<file path="config.mk">
export PLATFORM = sky130hd
export DESIGN_NAME = uart_rx
export DESIGN_NICKNAME = d
export VERILOG_FILES = /design/src/rtl/uart_rx_pkg.sv /design/src/rtl/uart_rx_sync_2ff.sv /design/src/rtl/uart_rx.sv
export SDC_FILE = /design/constraint.sdc
export NUM_CORES = 1
export LEC_CHECK = 0
export CAP_MARGIN = 20
export CORE_ASPECT_RATIO = 1.5
export CORE_MARGIN = 2
export CORE_UTILIZATION = 41
export CTS_CLUSTER_DIAMETER = 60
export DETAILED_ROUTE_END_ITERATION = 7
export PLACE_DENSITY = 0.68
export SYNTH_ARGS = -nofsm -noshare
export SYNTH_HDL_FRONTEND = slang
export SYNTH_SLANG_ARGS = --single-unit
</file>
<file path="constraint.sdc">
create_clock -name i_clock -period 1.66 [get_ports i_clock]
set_input_delay 0.249 -clock i_clock [delete_from_list [all_inputs] [get_ports i_clock]]
set_output_delay 0.249 -clock i_clock [all_outputs]
set_load 0.1 [all_outputs]
</file>
<file path="src/rtl/uart_rx_pkg.sv">
// uart_rx_pkg: shared UART defaults and one-hot receiver state encoding
package uart_rx_pkg;
  localparam int NB_DATA_DEF = 8;
  localparam int N_OVERSAMPLE_DEF = 16;
  typedef enum logic [4:0] {
    IDLE  = 5'b00001,
    START = 5'b00010,
    DATA  = 5'b00100,
    STOP  = 5'b01000,
    BRK   = 5'b10000
  } rx_state_t;
endpackage

</file>
<file path="src/rtl/uart_rx_sync_2ff.sv">
// sync_2ff: two-flop synchronizer for an asynchronous input with selectable reset value
module sync_2ff #(
  parameter logic RST_VAL = 1'b1
) (
  input  logic i_clock,
  input  logic i_reset,
  input  logic d,
  output logic q
);
  logic meta;
  always_ff @(posedge i_clock) begin
    if (i_reset) {q, meta} <= {RST_VAL, RST_VAL};
    else {q, meta} <= {meta, d};
  end
endmodule

</file>
<file path="src/rtl/uart_rx.sv">
// uart_rx: oversampling UART receiver with stop-bit frame error detection
module uart_rx
  import uart_rx_pkg::*;
#(
  parameter int NB_DATA = NB_DATA_DEF,
  parameter int N_OVERSAMPLE = N_OVERSAMPLE_DEF,
  parameter int NB_STOP = 1
) (
  input  logic               i_clock,
  input  logic               i_reset,
  input  logic               i_rx,
  input  logic               i_tick,
  output logic [NB_DATA-1:0] o_data,
  output logic               o_data_valid,
  output logic               o_frame_error
);
  localparam int NB_TICK = $clog2(N_OVERSAMPLE);
  localparam int NB_BIT = $clog2(NB_DATA + 1);
  localparam logic [NB_TICK-1:0] HALF = NB_TICK'(N_OVERSAMPLE / 2 - 1);
  localparam logic [NB_TICK-1:0] LAST = NB_TICK'(N_OVERSAMPLE - 1);
  localparam logic [NB_BIT-1:0] LAST_DATA = NB_BIT'(NB_DATA - 1);
  localparam logic [NB_BIT-1:0] LAST_STOP = NB_BIT'(NB_STOP - 1);
  rx_state_t state;
  logic [NB_TICK-1:0] tick_cnt;
  logic [NB_BIT-1:0] bit_cnt;
  logic [NB_DATA-1:0] shreg;
  logic rx_s;
  sync_2ff #(.RST_VAL(1'b1)) u_sync (
    .i_clock(i_clock),
    .i_reset(i_reset),
    .d(i_rx),
    .q(rx_s)
  );
  always_ff @(posedge i_clock) begin
    if (i_reset) begin
      state <= IDLE;
      tick_cnt <= '0;
      bit_cnt <= '0;
      shreg <= '0;
      o_data <= '0;
      o_data_valid <= 1'b0;
      o_frame_error <= 1'b0;
    end else begin
      o_data_valid <= 1'b0;
      o_frame_error <= 1'b0;
      case (state)
        IDLE: if (!rx_s) begin
          state <= START;
          tick_cnt <= '0;
        end
        START: if (i_tick) begin
          if (tick_cnt == HALF) begin
            state <= rx_s ? IDLE : DATA;
            tick_cnt <= '0;
            bit_cnt <= '0;
          end else tick_cnt <= tick_cnt + 1'b1;
        end
        DATA: if (i_tick) begin
          if (tick_cnt == LAST) begin
            shreg <= {rx_s, shreg[NB_DATA-1:1]};
            tick_cnt <= '0;
            bit_cnt <= (bit_cnt == LAST_DATA) ? '0 : bit_cnt + 1'b1;
            if (bit_cnt == LAST_DATA) state <= STOP;
          end else tick_cnt <= tick_cnt + 1'b1;
        end
        STOP: if (i_tick) begin
          if (tick_cnt == LAST) begin
            if (!rx_s) begin
              state <= BRK;
              o_frame_error <= 1'b1;
            end else if (bit_cnt == LAST_STOP) begin
              state <= IDLE;
              o_data <= shreg;
              o_data_valid <= 1'b1;
            end else begin
              bit_cnt <= bit_cnt + 1'b1;
              tick_cnt <= '0;
            end
          end else tick_cnt <= tick_cnt + 1'b1;
        end
        BRK: if (rx_s) state <= IDLE;
        default: state <= IDLE;
      endcase
    end
  end
endmodule

</file>
==> impl_metrics.xml, run 1 <==
<?xml version="1.0" encoding="UTF-8"?>
<metrics>
  <group name="sta">
    <metric name="final_hold_viol_count" unit="">0</metric>
    <metric name="post-route-period-util" unit="%">109</metric>
    <metric name="setup-tns-final" unit="ns">-0.779</metric>
    <metric name="timing_worst_slew_pin_value" unit="ns">0.361</metric>
    <metric name="timing.final.ws_setup" unit="ns">-0.147</metric>
    <metric name="timing_max_transition_violations_final" unit="">0</metric>
    <metric name="clock_skew" unit="ns">0.0118</metric>
    <metric name="slew_headroom" unit="%">75.7</metric>
    <metric name="rsz0062_at_grt" unit="">yes</metric>
    <metric name="timing.hold.ws" unit="ns">0.410</metric>
    <metric name="period_needed" unit="ns">1.81</metric>
    <metric name="setup_viol_count_final" unit="">12</metric>
    <metric name="fmaxAchievable" unit="MHz">553</metric>
  </group>
  <group name="synthesis">
    <metric name="synthArstFlopShare" unit="%">0</metric>
    <metric name="synth_area_in_compound_gates" unit="%">19.2</metric>
    <metric name="synthMuxAreaShare" unit="%">9.39</metric>
    <metric name="main_combinational_cell_family_by_area_after_synthesis" unit="">simple AND/OR/NAND/NOR gates</metric>
    <metric name="synth_commonest_cells" unit="">33 x sky130_fd_sc_hd__dfxtp_1, 23 x sky130_fd_sc_hd__nor2_1, 16 x sky130_fd_sc_hd__mux2i_1</metric>
    <metric name="synth-xor-area-share" unit="%">1.03</metric>
    <metric name="yosysWarningCount" unit="">0</metric>
    <metric name="yosys.area.top_type_share" unit="%">38.7</metric>
    <metric name="synth_fa_ha_area_share" unit="%">2.20</metric>
    <metric name="yosys_register_bits" unit="">33</metric>
    <metric name="number_of_synthesized_flops_with_an_enable_pin" unit="">0</metric>
    <metric name="synthMostInstantiatedCell" unit="">sky130_fd_sc_hd__dfxtp_1</metric>
    <metric name="synth_area_leaders" unit="">sky130_fd_sc_hd__dfxtp_1 39%, sky130_fd_sc_hd__mux2i_1 9.4%, sky130_fd_sc_hd__nor2_1 5.1%, sky130_fd_sc_hd__a21oi_1 3.5%, sky130_fd_sc_hd__nand2_1 2.4%</metric>
    <metric name="synth-main-ff-cell" unit="">sky130_fd_sc_hd__dfxtp_1</metric>
    <metric name="synth.net_count" unit="">196</metric>
    <metric name="synth_simple_gate_area_share" unit="%">24.7</metric>
    <metric name="synth_seq_area_share" unit="%">38.7</metric>
    <metric name="cell_accounting_for_the_most_synthesized_area" unit="">sky130_fd_sc_hd__dfxtp_1</metric>
    <metric name="syn_area_per_cell" unit="um2">9.02</metric>
    <metric name="postSynthCellCount" unit="">189</metric>
    <metric name="post_synth_instance_area" unit="mm2">0.00171</metric>
    <metric name="synth.lib_cells_used.distinct" unit="">47</metric>
  </group>
  <group name="status">
    <metric name="run_status" unit="">complete, but fails checks</metric>
    <metric name="failed_checks" unit="">negative setup slack</metric>
  </group>
  <group name="layout">
    <metric name="finalInstanceArea" unit="mm2">0.00275</metric>
    <metric name="drive_gt1_share" unit="%">49.4</metric>
    <metric name="final_core_utilization" unit="%">69.4</metric>
    <metric name="syn2layout_area_growth" unit="%">61.2</metric>
    <metric name="antennaDiodeCount" unit="">0</metric>
    <metric name="instances_no_fill" unit="">300</metric>
    <metric name="final_net_count" unit="">261</metric>
  </group>
  <group name="floorplanning">
    <metric name="core.rowCount" unit="">28</metric>
    <metric name="io_pins" unit="">14</metric>
    <metric name="fp.dieH" unit="um">83.0</metric>
    <metric name="starting_density_of_the_core" unit="%">43.1</metric>
    <metric name="die_x" unit="um">56.7</metric>
    <metric name="floorplan.die_area" unit="mm2">0.00470</metric>
    <metric name="coreArea" unit="mm2">0.00396</metric>
  </group>
  <group name="placed_design">
    <metric name="portBuffers" unit="">13</metric>
    <metric name="numPlacedInstances" unit="">284</metric>
    <metric name="detailedPlacementHpwl" unit="um">3280</metric>
    <metric name="dpl-instance-area" unit="mm2">0.00236</metric>
    <metric name="finalWeightedCongestion" unit="">0.903</metric>
    <metric name="pre_cts_ws" unit="ns">-0.143</metric>
  </group>
  <group name="clock_network">
    <metric name="numClockSinks" unit="">33</metric>
    <metric name="cts_tree" unit="">built</metric>
    <metric name="number_of_cts_inserted_buffers" unit="">5</metric>
    <metric name="cts.hold.buffers_added" unit="">0</metric>
    <metric name="htree_num_levels" unit="">2</metric>
    <metric name="buffer_depth_of_the_longest_clock_path" unit="">2</metric>
    <metric name="cts.reportedPaths.clkPinSlew" unit="ns">0.07</metric>
    <metric name="cts_root_buffer" unit="">sky130_fd_sc_hd__clkbuf_8</metric>
    <metric name="worstSkewPairLatency" unit="ns">0.30</metric>
  </group>
  <group name="critical_path">
    <metric name="cp-start-kind" unit="">flip-flop</metric>
    <metric name="critical_path_data_arrival_time" unit="ns">2.03</metric>
    <metric name="ff2ff_setup_slack" unit="ns">-0.15</metric>
    <metric name="r2r-end" unit="">bit_cnt[0]</metric>
    <metric name="crit_path_capture" unit="">bit_cnt[0]</metric>
    <metric name="end_kind" unit="">flip-flop</metric>
    <metric name="crit_path_start" unit="">state[3]</metric>
    <metric name="worstSetupPathType" unit="">flip-flop to flip-flop</metric>
    <metric name="worst_r2r_startpoint" unit="">state[3]</metric>
    <metric name="timing.critical_path.required" unit="ns">1.88</metric>
    <metric name="rr_worst_depth" unit="">6</metric>
    <metric name="critical_path_peak_fanout" unit="">12</metric>
  </group>
  <group name="global_routing">
    <metric name="grt_max_degree" unit="">27</metric>
    <metric name="groute.usage.overall" unit="%">22.6</metric>
    <metric name="grt-ovfl-total" unit="">0</metric>
    <metric name="first_global_vias" unit="">1851</metric>
    <metric name="grt_antenna_before_repair" unit="">0</metric>
    <metric name="grt_first_pass_wirelength" unit="um">8320</metric>
  </group>
  <group name="detailed_routing">
    <metric name="drt-initial-drc-count" unit="">64</metric>
    <metric name="wire_per_inst" unit="um">17.1</metric>
    <metric name="count_of_vias_placed_by_the_detailed_router" unit="">1729</metric>
    <metric name="dr.pass1.iters" unit="">4</metric>
    <metric name="avgViaCountPerCell" unit="">5.76</metric>
    <metric name="routed_wl" unit="um">5120</metric>
    <metric name="detail_route.drc_violations" unit="">0</metric>
    <metric name="drtAntennaViolNets" unit="">0</metric>
  </group>
  <group name="pwr">
    <metric name="report.power.total" unit="mW">1.73</metric>
    <metric name="static-leakage-power" unit="nW">1.05</metric>
    <metric name="power_per_cell_area" unit="mW/mm2">630</metric>
    <metric name="vdd_drop_max" unit="uV">624</metric>
  </group>
  <group name="worst_hold_path">
    <metric name="hold_class" unit="">flip-flop to flip-flop</metric>
  </group>
  <group name="run">
    <metric name="cap_viol_max_count" unit="">0</metric>
  </group>
</metrics>
## critical path, cell delays in order (launching register included)
cell	delay (ns)
sky130_fd_sc_hd__dfxtp_2	0.39
sky130_fd_sc_hd__buf_4	0.25
sky130_fd_sc_hd__xor2_2	0.22
sky130_fd_sc_hd__o211ai_1	0.19
sky130_fd_sc_hd__buf_4	0.19
sky130_fd_sc_hd__or3_4	0.36
sky130_fd_sc_hd__a21oi_2	0.14
## power by group
part | internal [mW] | leakage (nW) | switching, mW
registers | 0.796 | 0.271 | 0.0115
logic | 0.0550 | 0.725 | 0.0621
clock network | 0.488 | 0.0574 | 0.320
## cell usage in the layout, fill, tap and decap left out, types with 4 or more instances in the layout
cell type,count
sky130_fd_sc_hd__a21oi_1,7
sky130_fd_sc_hd__a21oi_2,5
sky130_fd_sc_hd__buf_12,13
sky130_fd_sc_hd__buf_4,47
sky130_fd_sc_hd__clkbuf_8,6
sky130_fd_sc_hd__dfxtp_1,23
sky130_fd_sc_hd__dfxtp_2,8
sky130_fd_sc_hd__inv_1,6
sky130_fd_sc_hd__mux2i_1,16
sky130_fd_sc_hd__nand2_1,8
sky130_fd_sc_hd__nand3_1,5
sky130_fd_sc_hd__nand4_1,4
sky130_fd_sc_hd__nor2_1,21
sky130_fd_sc_hd__o211ai_1,4
sky130_fd_sc_hd__o21ai_0,4
sky130_fd_sc_hd__or3_1,4
## flip-flops by register name, indices dropped and copies added, names as in the netlist
| signal | count |
|---|---|
| u_sync.meta | 1 |
| o_data_valid | 1 |
| bit_cnt | 4 |
| state | 5 |
| tick_cnt | 4 |
| shreg | 8 |
| o_frame_error | 1 |
| u_sync.q | 1 |
| o_data | 8 |
## cell families after synthesis
logic type,after synthesis
multiplexers,16
AND/OR/NAND/NOR,77
AO/OA/AOI/OAI,41
XOR/XNOR,2
flip-flops,33
buffers and inverters,17
adder cells (fa/ha/maj),3
## worst min path at each step
stage | start | end | slack [ns] | cells past startpoint
floorplan | i_rx | u_sync.meta | 0.35 | 1
global placement | u_sync.meta | u_sync.q | 0.39 | 1
detailed placement | u_sync.meta | u_sync.q | 0.39 | 1
CTS | u_sync.meta | u_sync.q | 0.41 | 1
global route | u_sync.meta | u_sync.q | 0.43 | 1
finish | u_sync.meta | u_sync.q | 0.41 | 1
## routing by layer
metal	global-route usage [%]	part of all wire, %	up-vias
li1	-	-	813
met1	22.6	36	833
met2	39.3	53	56
met3	5.14	4.0	27
met4	17.1	6.7	0
met5	0	0	-
## cell type report
class | count | area [um2]
clock buffer | 6 | 82.6
clock inverter | 2 | 37.5
fill | 280 | 1210
inverter | 8 | 30.0
multi-input combinational | 139 | 1170
sequential | 33 | 678
tap | 45 | 56.3
timing repair buffer | 67 | 692
## timing repair
| item | in CTS | in global routing |
|---|---|---|
| resized for setup | 21 | 27 |
| endpoints found under the setup margin | 21 | 29 |
| pin swaps | 7 | 17 |
| hold endpoints to repair | 0 | 0 |
| buffers inserted | 3 | 6 |
(Power assumes the default switching activity.)
==> inputs of run 2 (changes only) <==
ABC_AREA = 0   (was not set)
==> results of run 2 <==
Final layout, timing and power as in run 1 (identical DEF).
==> inputs of run 3 (changes only) <==
CORE_MARGIN = 3   (was 2)
CORE_UTILIZATION = 49   (was 41)
MAX_ROUTING_LAYER = met4   (was not set)
PLACE_DENSITY = 0.78   (was 0.68)
==> impl_metrics.xml, run 3 (synthesized netlist as in run 1, its figures left out) <==
<?xml version="1.0" encoding="UTF-8"?>
<metrics>
  <group name="critical_path">
    <metric name="timing.critical_path.required" unit="ns">1.90</metric>
    <metric name="worst_r2r_startpoint" unit="">tick_cnt[1]</metric>
    <metric name="worstSetupPathType" unit="">flip-flop to flip-flop</metric>
    <metric name="end_kind" unit="">flip-flop</metric>
    <metric name="critical_path_peak_fanout" unit="">4</metric>
    <metric name="cp-start-kind" unit="">flip-flop</metric>
    <metric name="crit_path_start" unit="">tick_cnt[1]</metric>
    <metric name="critical_path_data_arrival_time" unit="ns">2.11</metric>
  </group>
  <group name="clock_network">
    <metric name="cts_root_buffer" unit="">sky130_fd_sc_hd__clkbuf_8</metric>
    <metric name="number_of_cts_inserted_buffers" unit="">5</metric>
    <metric name="cts.hold.buffers_added" unit="">0</metric>
    <metric name="htree_num_levels" unit="">2</metric>
    <metric name="buffer_depth_of_the_longest_clock_path" unit="">2</metric>
    <metric name="worstSkewPairLatency" unit="ns">0.30</metric>
    <metric name="cts.reportedPaths.clkPinSlew" unit="ns">0.08</metric>
    <metric name="numClockSinks" unit="">33</metric>
    <metric name="cts_tree" unit="">built</metric>
  </group>
  <group name="pwr">
    <metric name="internal-power" unit="mW">1.15</metric>
    <metric name="static-leakage-power" unit="nW">0.983</metric>
    <metric name="power.net_switching" unit="mW">0.409</metric>
    <metric name="power.share.combinational" unit="%">7.5</metric>
    <metric name="power_switching_share" unit="%">26.3</metric>
    <metric name="vdd_drop_max" unit="uV">669</metric>
    <metric name="report.power.total" unit="mW">1.55</metric>
    <metric name="clock_power_share" unit="%">40.7</metric>
    <metric name="power_frac_seq" unit="%">51.8</metric>
    <metric name="power_per_cell_area" unit="mW/mm2">587</metric>
  </group>
  <group name="layout">
    <metric name="layout_common_cells" unit="">39 x sky130_fd_sc_hd__buf_4, 24 x sky130_fd_sc_hd__dfxtp_1, 23 x sky130_fd_sc_hd__nor2_1</metric>
    <metric name="final_core_utilization" unit="%">81.3</metric>
    <metric name="final_net_count" unit="">255</metric>
    <metric name="drive_gt1_share" unit="%">47.4</metric>
    <metric name="syn2layout_area_growth" unit="%">55.2</metric>
    <metric name="filler_cell_count" unit="">200</metric>
    <metric name="antennaDiodeCount" unit="">0</metric>
    <metric name="layout_commonest_cell" unit="">sky130_fd_sc_hd__buf_4</metric>
    <metric name="reg_top3" unit="">o_data: 8 flops, shreg: 8 flops, state: 5 flops</metric>
  </group>
  <group name="floorplanning">
    <metric name="io_pins" unit="">14</metric>
    <metric name="die_x" unit="um">54.2</metric>
    <metric name="core.rowCount" unit="">25</metric>
    <metric name="coreArea" unit="mm2">0.00325</metric>
    <metric name="fp.dieH" unit="um">78.3</metric>
    <metric name="floorplan.die_area" unit="mm2">0.00424</metric>
    <metric name="starting_density_of_the_core" unit="%">52.4</metric>
  </group>
  <group name="status">
    <metric name="run_status" unit="">complete, but fails checks</metric>
    <metric name="failed_checks" unit="">negative setup slack</metric>
  </group>
  <group name="detailed_routing">
    <metric name="routed_wl" unit="um">5360</metric>
    <metric name="wire_per_inst" unit="um">18.5</metric>
    <metric name="count_of_vias_placed_by_the_detailed_router" unit="">1737</metric>
    <metric name="dr.pass1.iters" unit="">4</metric>
    <metric name="drtAntennaViolNets" unit="">0</metric>
    <metric name="detail_route.drc_violations" unit="">0</metric>
    <metric name="avgViaCountPerCell" unit="">6.01</metric>
    <metric name="drt-initial-drc-count" unit="">70</metric>
  </group>
  <group name="placed_design">
    <metric name="finalWeightedCongestion" unit="">0.950</metric>
    <metric name="portBuffers" unit="">13</metric>
    <metric name="pre_cts_ws" unit="ns">-0.192</metric>
    <metric name="detailedPlacementHpwl" unit="um">3440</metric>
  </group>
  <group name="sta">
    <metric name="timing.final.ws_setup" unit="ns">-0.208</metric>
    <metric name="period_needed" unit="ns">1.87</metric>
    <metric name="fmaxAchievable" unit="MHz">535</metric>
    <metric name="timing.hold.ws" unit="ns">0.420</metric>
    <metric name="timing_worst_slew_pin_value" unit="ns">0.468</metric>
    <metric name="rsz0062_at_grt" unit="">yes</metric>
    <metric name="final_hold_viol_count" unit="">0</metric>
    <metric name="setup_viol_count_final" unit="">22</metric>
    <metric name="post-route-period-util" unit="%">113</metric>
    <metric name="slew_headroom" unit="%">68.4</metric>
    <metric name="clock_skew" unit="ns">0.00751</metric>
    <metric name="timing_max_transition_violations_final" unit="">0</metric>
  </group>
  <group name="global_routing">
    <metric name="grt-ovfl-total" unit="">0</metric>
    <metric name="first_global_vias" unit="">1748</metric>
    <metric name="grt_max_degree" unit="">34</metric>
    <metric name="grt_antenna_before_repair" unit="">0</metric>
    <metric name="groute.usage.overall" unit="%">26.0</metric>
    <metric name="grt_first_pass_wirelength" unit="um">7940</metric>
  </group>
  <group name="worst_hold_path">
    <metric name="min_from" unit="">u_sync.meta</metric>
    <metric name="hold_class" unit="">flip-flop to flip-flop</metric>
  </group>
  <group name="run">
    <metric name="cap_viol_max_count" unit="">0</metric>
  </group>
</metrics>
-- run 3: cell types whose count changed in the layout (fill, tap and decap cells not counted), moves of 2 or more --
cell,delta
sky130_fd_sc_hd__nand2_1,-2
sky130_fd_sc_hd__clkinvlp_4,+2
sky130_fd_sc_hd__nand2_4,-2
sky130_fd_sc_hd__a21oi_2,-2
sky130_fd_sc_hd__nand2_2,+4
sky130_fd_sc_hd__buf_6,+4
sky130_fd_sc_hd__a21oi_1,+2
sky130_fd_sc_hd__nor3_2,-2
sky130_fd_sc_hd__nor2_2,-3
sky130_fd_sc_hd__buf_4,-8
sky130_fd_sc_hd__nor2_1,+2
-- run 3: worst paths after layout --
kind              slack [ns]  cells past startpoint         end
setup / recovery       -0.21                      6  bit_cnt[3]
hold / removal          0.42                      1    u_sync.q
setup reg to reg       -0.21                      6  bit_cnt[3]
hold reg to reg         0.42                      1    u_sync.q
-- run 3: area by class of cell --
class                      instances  area [um2]  share of cell area [%]
clock buffer                       5        68.8                    2.60
multi-input combinational        139        1160                    43.8
timing repair buffer              61         642                    24.3
inverter                           8        30.0                    1.13
sequential                        33         674                    25.5
tap                               40        50.0                    1.89
clock inverter                     3        22.5                   0.851
-- run 3: metrics by stage --
step / cell area (um2) / TNS, ns / instances
finish: 2650 / -2.16 / 289
global route: 2650 / -3.98 / 289
CTS: 2540 / -1.60 / 286
detailed placement: 2300 / -3.47 / 274
global placement: 2300 / -2.51 / 274
floorplan: 1740 / -0.0565 / 189
-- run 3: repair_timing --
action                     CTS  global route
cloned                       0             0
setup endpoints to repair   24            29
setup buffers                5             3
pin swaps                   18            13
resized for setup           26            19
-- run 3: power by group through the flow --
| stage | Sequential (mW) | Clock [mW] | Combinational (mW) |
|---|---|---|---|
| after floorplan | 0.822 | 0 | 0.0521 |
| after global placement | 0.823 | 0 | 0.0962 |
| after detailed placement | 0.823 | 0 | 0.0984 |
| after CTS | 0.806 | 0.636 | 0.108 |
| after global routing | 0.805 | 0.677 | 0.125 |
| final | 0.805 | 0.633 | 0.117 |
-- run 3: critical path, cell delays in order (launching register included) --
cell	delay, ns
sky130_fd_sc_hd__dfxtp_2	0.36
sky130_fd_sc_hd__ha_4	0.15
sky130_fd_sc_hd__nand2_4	0.06
sky130_fd_sc_hd__a2111oi_4	0.48
sky130_fd_sc_hd__o211ai_4	0.14
sky130_fd_sc_hd__or4_4	0.50
sky130_fd_sc_hd__a21oi_2	0.12
-- run 3: routing by layer --
metal	vias to the layer above	wire [um]	track usage, %
met1	824	1970	26.8
met2	73	2860	44.0
met4	0	265	14.2
li1	812	-	-
met3	28	263	5.12
met5	-	0	-
